==> config.mk <==
export PLATFORM = sky130hd
export DESIGN_NAME = run_controller
export DESIGN_NICKNAME = d
export VERILOG_FILES = /design/src/rtl/run_controller_pkg.sv /design/src/rtl/run_controller_sat_counter.sv /design/src/rtl/run_controller.sv
export SDC_FILE = /design/constraint.sdc
export NUM_CORES = 1
export LEC_CHECK = 0
export CORE_AREA = 2 2 71 73
export DETAILED_ROUTE_END_ITERATION = 7
export DIE_AREA = 0 0 73 75
export PLACE_DENSITY = 0.88
export SLEW_MARGIN = 25
export SYNTH_ARGS = -nofsm -noshare
export SYNTH_HDL_FRONTEND = slang
export SYNTH_HIERARCHICAL = 1
export SYNTH_SLANG_ARGS = --single-unit
==> constraint.sdc <==
create_clock -name clock -period 2.5 [get_ports clock]
set_clock_uncertainty 0.05 [all_clocks]
set_input_delay 0.625 -clock clock [delete_from_list [all_inputs] [get_ports clock]]
set_output_delay 0.625 -clock clock [all_outputs]
set_load 0.05 [all_outputs]
==> src/rtl/run_controller_pkg.sv <==
//------------------------------------------------------------------------------
// Module : run_controller_pkg
// Brief  : Shared run-control state encodings and core address width.
// Rev    : 1.0  initial release
//------------------------------------------------------------------------------
`default_nettype none

package run_controller_pkg;

    localparam int c_ADDR_W = 12;

    localparam logic [1:0] c_STATE_HALT  = 2'd0;
    localparam logic [1:0] c_STATE_RUN   = 2'd1;
    localparam logic [1:0] c_STATE_STEP  = 2'd2;
    localparam logic [1:0] c_STATE_BREAK = 2'd3;

    function automatic logic isHaltedState(input logic [1:0] stateCode);
        return (stateCode == c_STATE_HALT) || (stateCode == c_STATE_BREAK);
    endfunction

endpackage

`default_nettype wire

==> src/rtl/run_controller_sat_counter.sv <==
//------------------------------------------------------------------------------
// Module : sat_counter
// Brief  : Enabled up-counter with asynchronous clear that sticks at all-ones.
// Rev    : 1.0  initial release
//------------------------------------------------------------------------------
`default_nettype none

module sat_counter #(
    parameter int WIDTH = 32
) (
    input  logic             clk,
    input  logic             rst,
    input  logic             i_enable,
    output logic [WIDTH-1:0] o_count
);

    logic [WIDTH-1:0] r_count;
    logic             w_atMax;

    assign w_atMax = &r_count;

    always_ff @(posedge clk or posedge rst) begin
        if (rst) begin
            r_count <= '0;
        end else if (i_enable && !w_atMax) begin
            r_count <= r_count + 1'b1;
        end
    end

    assign o_count = r_count;

endmodule

`default_nettype wire

==> src/rtl/run_controller.sv <==
//------------------------------------------------------------------------------
// Module : run_controller
// Brief  : Run / step / halt / breakpoint sequencer for the core's PC enable.
// Rev    : 1.0  initial release
//------------------------------------------------------------------------------
`default_nettype none

module run_controller
    import run_controller_pkg::*;
#(
    parameter int ADDR_W        = c_ADDR_W,
    parameter int CNT_W         = 32,
    parameter int START_RUNNING = 0
) (
    input  logic              clock,
    input  logic              reset,
    input  logic              run_req,
    input  logic              step_req,
    input  logic              halt_req,
    input  logic              bp_enable,
    input  logic [ADDR_W-1:0] bp_addr,
    input  logic [ADDR_W-1:0] pc,
    output logic              pc_enable,
    output logic              halted,
    output logic              bp_hit,
    output logic [1:0]        state,
    output logic [CNT_W-1:0]  retired
);

    localparam logic [1:0] c_RESET_STATE = (START_RUNNING != 0) ? c_STATE_RUN : c_STATE_HALT;

    logic [1:0] r_state;
    logic       r_skipBp;
    logic       r_bpHit;
    logic       r_halted;

    logic [1:0] w_nextState;
    logic       w_nextSkip;
    logic       w_bpMatch;
    logic       w_pcEnable;

    // skip_bp lets the breakpointed instruction commit once after resuming
    assign w_bpMatch = bp_enable && (pc == bp_addr) && !r_skipBp;

    always_comb begin
        w_pcEnable = 1'b0;
        case (r_state)
            c_STATE_RUN:  w_pcEnable = !w_bpMatch;
            c_STATE_STEP: w_pcEnable = 1'b1;
            default:      w_pcEnable = 1'b0;
        endcase
    end

    always_comb begin
        w_nextState = r_state;
        w_nextSkip  = r_skipBp;
        if (w_pcEnable) begin
            w_nextSkip = 1'b0;
        end
        case (r_state)
            c_STATE_HALT: begin
                if (halt_req) begin
                    w_nextState = c_STATE_HALT;
                end else if (step_req) begin
                    w_nextState = c_STATE_STEP;
                end else if (run_req) begin
                    w_nextState = c_STATE_RUN;
                end
            end
            c_STATE_RUN: begin
                if (halt_req) begin
                    w_nextState = c_STATE_HALT;
                end else if (w_bpMatch) begin
                    w_nextState = c_STATE_BREAK;
                end
            end
            c_STATE_STEP: begin
                w_nextState = c_STATE_HALT;
            end
            c_STATE_BREAK: begin
                if (halt_req) begin
                    w_nextState = c_STATE_HALT;
                end else if (step_req) begin
                    w_nextState = c_STATE_STEP;
                    w_nextSkip  = 1'b1;
                end else if (run_req) begin
                    w_nextState = c_STATE_RUN;
                    w_nextSkip  = 1'b1;
                end
            end
            default: begin
                w_nextState = c_STATE_HALT;
            end
        endcase
        if (w_nextState == c_STATE_HALT) begin
            w_nextSkip = 1'b0;
        end
    end

    always_ff @(posedge clock or posedge reset) begin
        if (reset) begin
            r_state  <= c_RESET_STATE;
            r_skipBp <= 1'b0;
            r_bpHit  <= 1'b0;
            r_halted <= (START_RUNNING == 0);
        end else begin
            r_state  <= w_nextState;
            r_skipBp <= w_nextSkip;
            r_bpHit  <= (w_nextState == c_STATE_BREAK);
            r_halted <= isHaltedState(w_nextState);
        end
    end

    sat_counter #(
        .WIDTH (CNT_W)
    ) u_retiredCounter (
        .clk      (clock),
        .rst      (reset),
        .i_enable (w_pcEnable),
        .o_count  (retired)
    );

    assign pc_enable = w_pcEnable;
    assign state     = r_state;
    assign bp_hit    = r_bpHit;
    assign halted    = r_halted;

endmodule

`default_nettype wire

# ---- After elaboration in Yosys (flattened, before gate mapping)
# Index checks and enable logic that the tools add are counted.
dict set report op_classes {
  n_eq_ne 5
  muxes 13
  n_addsub 1
  n_reduce_logical 11
}
# operator n
set op_table {}
lappend op_table {{32-bit by 1-bit adder with 32-bit output, second input constant} 1}
lappend op_table {{32-bit AND reduction} 1}
lappend op_table {{12-bit equality test} 1}
lappend op_table {{2-bit two-way mux} 5}
lappend op_table {{2-bit equality test, second input constant} 3}
lappend op_table {{1-bit two-way mux} 6}
lappend op_table {{2-bit one-hot mux with 3 select lines} 1}
lappend op_table {{2-bit zero test} 2}
lappend op_table {{1-bit logical AND} 3}
lappend op_table {{1-bit zero test} 3}
lappend op_table {{2-bit by 1-bit equality test with 1-bit output, second input constant} 1}
lappend op_table {{1-bit one-hot mux with 2 select lines} 1}
lappend op_table {{2-bit OR reduction} 1}
lappend op_table {{1-bit logical OR} 1}
dict set report word_totals {
  out_inout_bits 37
  ff_bits 37
  elab_cells 35
  input_bits 30
}

# ---- Logic depth before layout (Yosys ltp)
dict set report depth {
  depth_word 11
  depth_mapped 9
  mapped_depth_nobuf 9
}

# ---- Cells and area by module
# The synthesis kept the hierarchy.
# module area_each_um2 instances cells_each
set modules_own_cells {}
lappend modules_own_cells {sat_counter 1665.3 1 155}
lappend modules_own_cells {run_controller 467.9 1 49}

# ---- Least setup slack after synthesis
# Ideal clock, no wire load.
dict set report synth_timing {
  path_kind {reg2reg}
  startpoint {reg r_state[0] (netlist: state[0])}
  endpoint {reg u_retiredCounter.r_count[23] (netlist: u_retiredCounter/o_count[23])}
  path_stages_with_launch 10
  required_ps 2368
  slack_ps -475
  synth_period_minus_slack_ps 2975
  path_buffers 0
  t_arrival_ps 2842
  path_cell_list {dfrtp_1 -> inv_1 -> ha_1 -> nor2b_1 -> a22o_1 -> and3_1 -> and3_1 -> nand3_1 -> nor3_2 -> xor2_1}
}
dict set report synth_between {
  elab_chain_cells 3
  elab_cells_between_ends 4
  classes_between {eq/ne (2); mux (1); reduce/logical (1)}
}
# element line_no
set synth_lines {}
lappend synth_lines {{start, declared} run_controller.sv:32} ;# logic [1:0] r_state;
lappend synth_lines {{start signal, assigned} run_controller.sv:102} ;# r_state <= c_RESET_STATE;
lappend synth_lines {{start signal, assigned} run_controller.sv:107} ;# r_state <= w_nextState;
lappend synth_lines {{2-bit equality test or 2-bit by 1-bit equality test with 1-bit output (tied branches)} run_controller.sv:47} ;# case (r_state)
lappend synth_lines {{1-bit one-hot mux with 2 select lines (*)} run_controller.sv:47}
lappend synth_lines {{named net pc_enable} run_controller.sv:23} ;# output logic pc_enable,
lappend synth_lines {{1-bit logical AND (*)} run_controller_sat_counter.sv:25} ;# end else if (i_enable && !w_atMax) begin
lappend synth_lines {{end signal, assigned} run_controller_sat_counter.sv:26} ;# r_count <= r_count + 1'b1;
lappend synth_lines {{end, declared} run_controller_sat_counter.sv:17} ;# logic [WIDTH-1:0] r_count;
# Mark *: on every way through the listed nets, which the timed path passes. The rest lies on a longest branch.
# A chain may end at the register's enable or synchronous reset.

# ---- Worst setup path in the final report
dict set report layout_timing {
  startpoint {in pc[10]}
  endpoint {out pc_enable}
}
dict set report layout_between {
  elab_chain_cells 5
}
# element line_no
set layout_lines {}
lappend layout_lines {{start, declared} run_controller.sv:22} ;# input logic [ADDR_W-1:0] pc,
lappend layout_lines {{12-bit equality test} run_controller.sv:43} ;# assign w_bpMatch = bp_enable && (pc == bp_addr) && !r_skipBp;
lappend layout_lines {{1-bit logical AND (2 in series)} run_controller.sv:43}
lappend layout_lines {{1-bit zero test} run_controller.sv:48} ;# c_STATE_RUN: w_pcEnable = !w_bpMatch;
lappend layout_lines {{1-bit one-hot mux with 2 select lines} run_controller.sv:47}
lappend layout_lines {{end, declared} run_controller.sv:23}
# Every way passes these cells.

==> reports/metrics.json <==
{
  "status": {
    "status": "complete, no violations"
  },
  "cts": {
    "clk-insertion-delay-late_ns": 0.29,
    "htreeDepth": 2,
    "clock-root-buffer": "sky130_fd_sc_hd__clkbuf_8",
    "cts.clk_slew.worst_paths_ns": 0.07,
    "tritoncts.num_buffers": 5,
    "clock_path_buffers": 2,
    "cts.sink_count": 37,
    "tritoncts_clock_tree": "yes"
  },
  "logic_synthesis": {
    "syn_inst": 204,
    "synth-seq-cells": 37,
    "synth_most_common_cell": "sky130_fd_sc_hd__dfrtp_1",
    "synthTopCellsByArea": "sky130_fd_sc_hd__dfrtp_1, sky130_fd_sc_hd__xor2_1, sky130_fd_sc_hd__xnor2_1",
    "synth_top_cells_by_count": "sky130_fd_sc_hd__dfrtp_1, sky130_fd_sc_hd__xor2_1, sky130_fd_sc_hd__nand2_1, sky130_fd_sc_hd__xnor2_1, sky130_fd_sc_hd__nand4_1",
    "postSynth.asyncResetShare": 1.000,
    "synth_warnings": 6,
    "yosysSeqAreaShare": 0.4346,
    "yosys.area.top_type_share": 0.4223,
    "postSynthNetCount": 241,
    "syn_area_mm2": 0.002133,
    "ys_types": 38,
    "synth_top_cell_by_area": "sky130_fd_sc_hd__dfrtp_1",
    "mean_instance_size_in_the_synthesized_netlist_um2": 10.46,
    "number_of_synthesized_flops_with_an_enable_pin": 0,
    "postSynth.topFlopCell": "sky130_fd_sc_hd__dfrtp_1"
  },
  "die": {
    "die_h_um": 75,
    "design.core.area_mm2": 0.004661,
    "fp.dieArea_mm2": 0.005475,
    "design.portCount": 67,
    "cell_row_count": 25,
    "floorplan.initialDensity": 0.4577,
    "die_width_um": 73
  },
  "placed_design": {
    "post_place_cell_area_mm2": 0.002929,
    "detailedPlacementHpwl_um": 3953,
    "placement.io_buffers": 66,
    "routabilityCongestion": 0.7945,
    "dpl_worst_slack_ns": -0.3924
  },
  "sta": {
    "layout_worst_path_cycle_share": 0.9896,
    "max_slew.worst_pin.slew_ns": 0.5407,
    "timing.hold.ws_ns": 0.4593,
    "setup_viol": 0,
    "final-hold-violation-count": 0,
    "max_freq_ghz": 0.4042,
    "setup_repair_after_global_routing_missed_its_margin": "no",
    "slew_headroom": 0.6384,
    "timing_max_transition_violations_final": 0,
    "finalWorstSetupSlack_ns": 0.02599,
    "fin_crit_ns": 2.474
  },
  "pwr": {
    "max-vdd-ir-drop_uv": 558.4,
    "reported_leakage_power_nw": 1.353,
    "power_density_mw_per_mm2": 557.1,
    "total_power_mw": 1.693
  },
  "run": {
    "max_cap_violations": 0
  },
  "worst_setup_path": {
    "critical_path_fanout_max": 2,
    "cell_with_the_biggest_individual_delay_on_the_critical_path": "sky130_fd_sc_hd__a22o_4",
    "cp_data_required_time_ns": 1.82,
    "cp_cell_sequence": "dlygate4sd2_1 -> xor2_1 -> nor3_2 -> nand4_1 -> a22o_4 -> buf_8",
    "critPathLaunchType": "input pin",
    "cp_top_family": "buffers and inverters",
    "cp_slowest_stage_delay_ns": 0.27,
    "critical_path.endpoint_type": "output port",
    "worstSetupPathType": "input pin to output port",
    "arrival_ns": 1.80,
    "critical_path_buf_inv_count": 2
  },
  "global_route": {
    "grt-ovfl-total": 0,
    "first_pass_grt_wire_length_um": 8300,
    "grt_max_degree": 33,
    "grt.total_usage": 0.1977,
    "antenna_found_initial": 0,
    "grt_pass1_vias": 1887
  },
  "routing": {
    "vias_per_cell": 5.586,
    "first_pass_iters": 4,
    "drc": 0,
    "detailroute.via_count": 1888,
    "drt_iter0_drcs": 41,
    "drt-total-wl_um": 5116,
    "drt.antenna.violating_nets": 0,
    "wl_per_cell_um": 15.14
  },
  "cells_and_area": {
    "post-route-cell-area_mm2": 0.003039,
    "area_of_combinational_cells_with_multiple_inputs_mm2": 0.001211,
    "fill_cells": 377,
    "sequential_cell_area_um2": 928.4,
    "diodes": 0,
    "post_route_cells_drive_above_1_share": 0.2183,
    "utilization_of_the_core_after_routing": 0.6521,
    "nNetsFinal": 320,
    "area_growth_pct": 42.46
  },
  "worst_hold_path": {
    "hold_class": "flip-flop to flip-flop"
  }
}
==> logic make-up after synthesis <==
family / after synthesis / synth area share
AOI/OAI and AO/OA: 18 / 0.07624
DFF: 37 / 0.4346
xor gates and xnor gates: 43 / 0.1765
buffers and inverters: 15 / 0.03343
adders and majority gates: 7 / 0.04105
and+or+nand+nor: 84 / 0.2381
==> layout by cell type (no fill, tap or decap), types with 5 or more instances in the layout <==
cell and n:
sky130_fd_sc_hd__nor3_2 11, sky130_fd_sc_hd__dlygate4sd2_1 5, sky130_fd_sc_hd__clkbuf_8 6, sky130_fd_sc_hd__xor2_1 27, sky130_fd_sc_hd__clkdlybuf4s15_1 5, sky130_fd_sc_hd__buf_2 7, sky130_fd_sc_hd__clkbuf_2 6, sky130_fd_sc_hd__nand3_1 11
sky130_fd_sc_hd__xnor2_1 15, sky130_fd_sc_hd__ha_1 7, sky130_fd_sc_hd__inv_1 11, sky130_fd_sc_hd__buf_4 10, sky130_fd_sc_hd__nor3_1 5, sky130_fd_sc_hd__clkdlybuf4s50_1 41, sky130_fd_sc_hd__dfrtp_1 35, sky130_fd_sc_hd__nand2_1 17
sky130_fd_sc_hd__nand4_1 13
==> final timing paths <==
check,startpoint,endpoint,slack [ns],cells past startpoint
max,pc[10],pc_enable,0.03,6
min,u_retiredCounter/o_count[13],u_retiredCounter/o_count[13],0.46,1
max reg2reg,state[0],u_retiredCounter/o_count[30],0.12,10
min reg2reg,u_retiredCounter/o_count[13],u_retiredCounter/o_count[13],0.46,1
min in group asynchronous,reset,r_skipBp,0.50,2
max in group asynchronous,reset,u_retiredCounter/o_count[12],1.40,3
==> metrics by stage <==
step / std cells / TNS, ns
global route: 338 / 0
detailed placement: 328 / -9.258
global placement: 328 / -9.184
finish: 338 / 0
CTS: 338 / 0
floorplan: 204 / -0.02307
==> routing by layer <==
metal,part of all wire,global-route usage,wire length [um]
met1,0.40,0.2231,2050
met2,0.51,0.3634,2590
met3,0.082,0.06024,420
met4,0.011,0.05144,55
met5,0,0,0
==> sequential cells by signal (all words and copies together), names as in the netlist <==
name and cells:
bp_hit 1, halted 1, r_skipBp 1, state 2
u_retiredCounter/o_count 32
==> final cells by class <==
cell class,instances,share of cell area
Multi-Input combinational cell,152,0.3985
Sequential cell,37,0.3055
Timing Repair Buffer,76,0.2207
Clock buffer,6,0.02717
Tap cell,54,0.02223
Inverter,11,0.01359
Clock inverter,2,0.01235
==> repair_timing <==
| action | CTS | global route |
|---|---|---|
| hold buffers | 0 | 0 |
| buffers inserted | 2 | 0 |
| pin swaps | 16 | 10 |
| endpoints found under the hold margin | 0 | 0 |
| resized for setup | 57 | 15 |
| setup endpoints to repair | 13 | 4 |
==> where the power goes <==
group	switching [mW]	internal (mW)	total (mW)	leakage, nW
Clock	0.210	0.324	0.534	0.0574
Combinational	0.278	0.180	0.458	0.801
Sequential	0.0593	0.642	0.701	0.495
No activity file was read; power rests on OpenSTA's default activity.
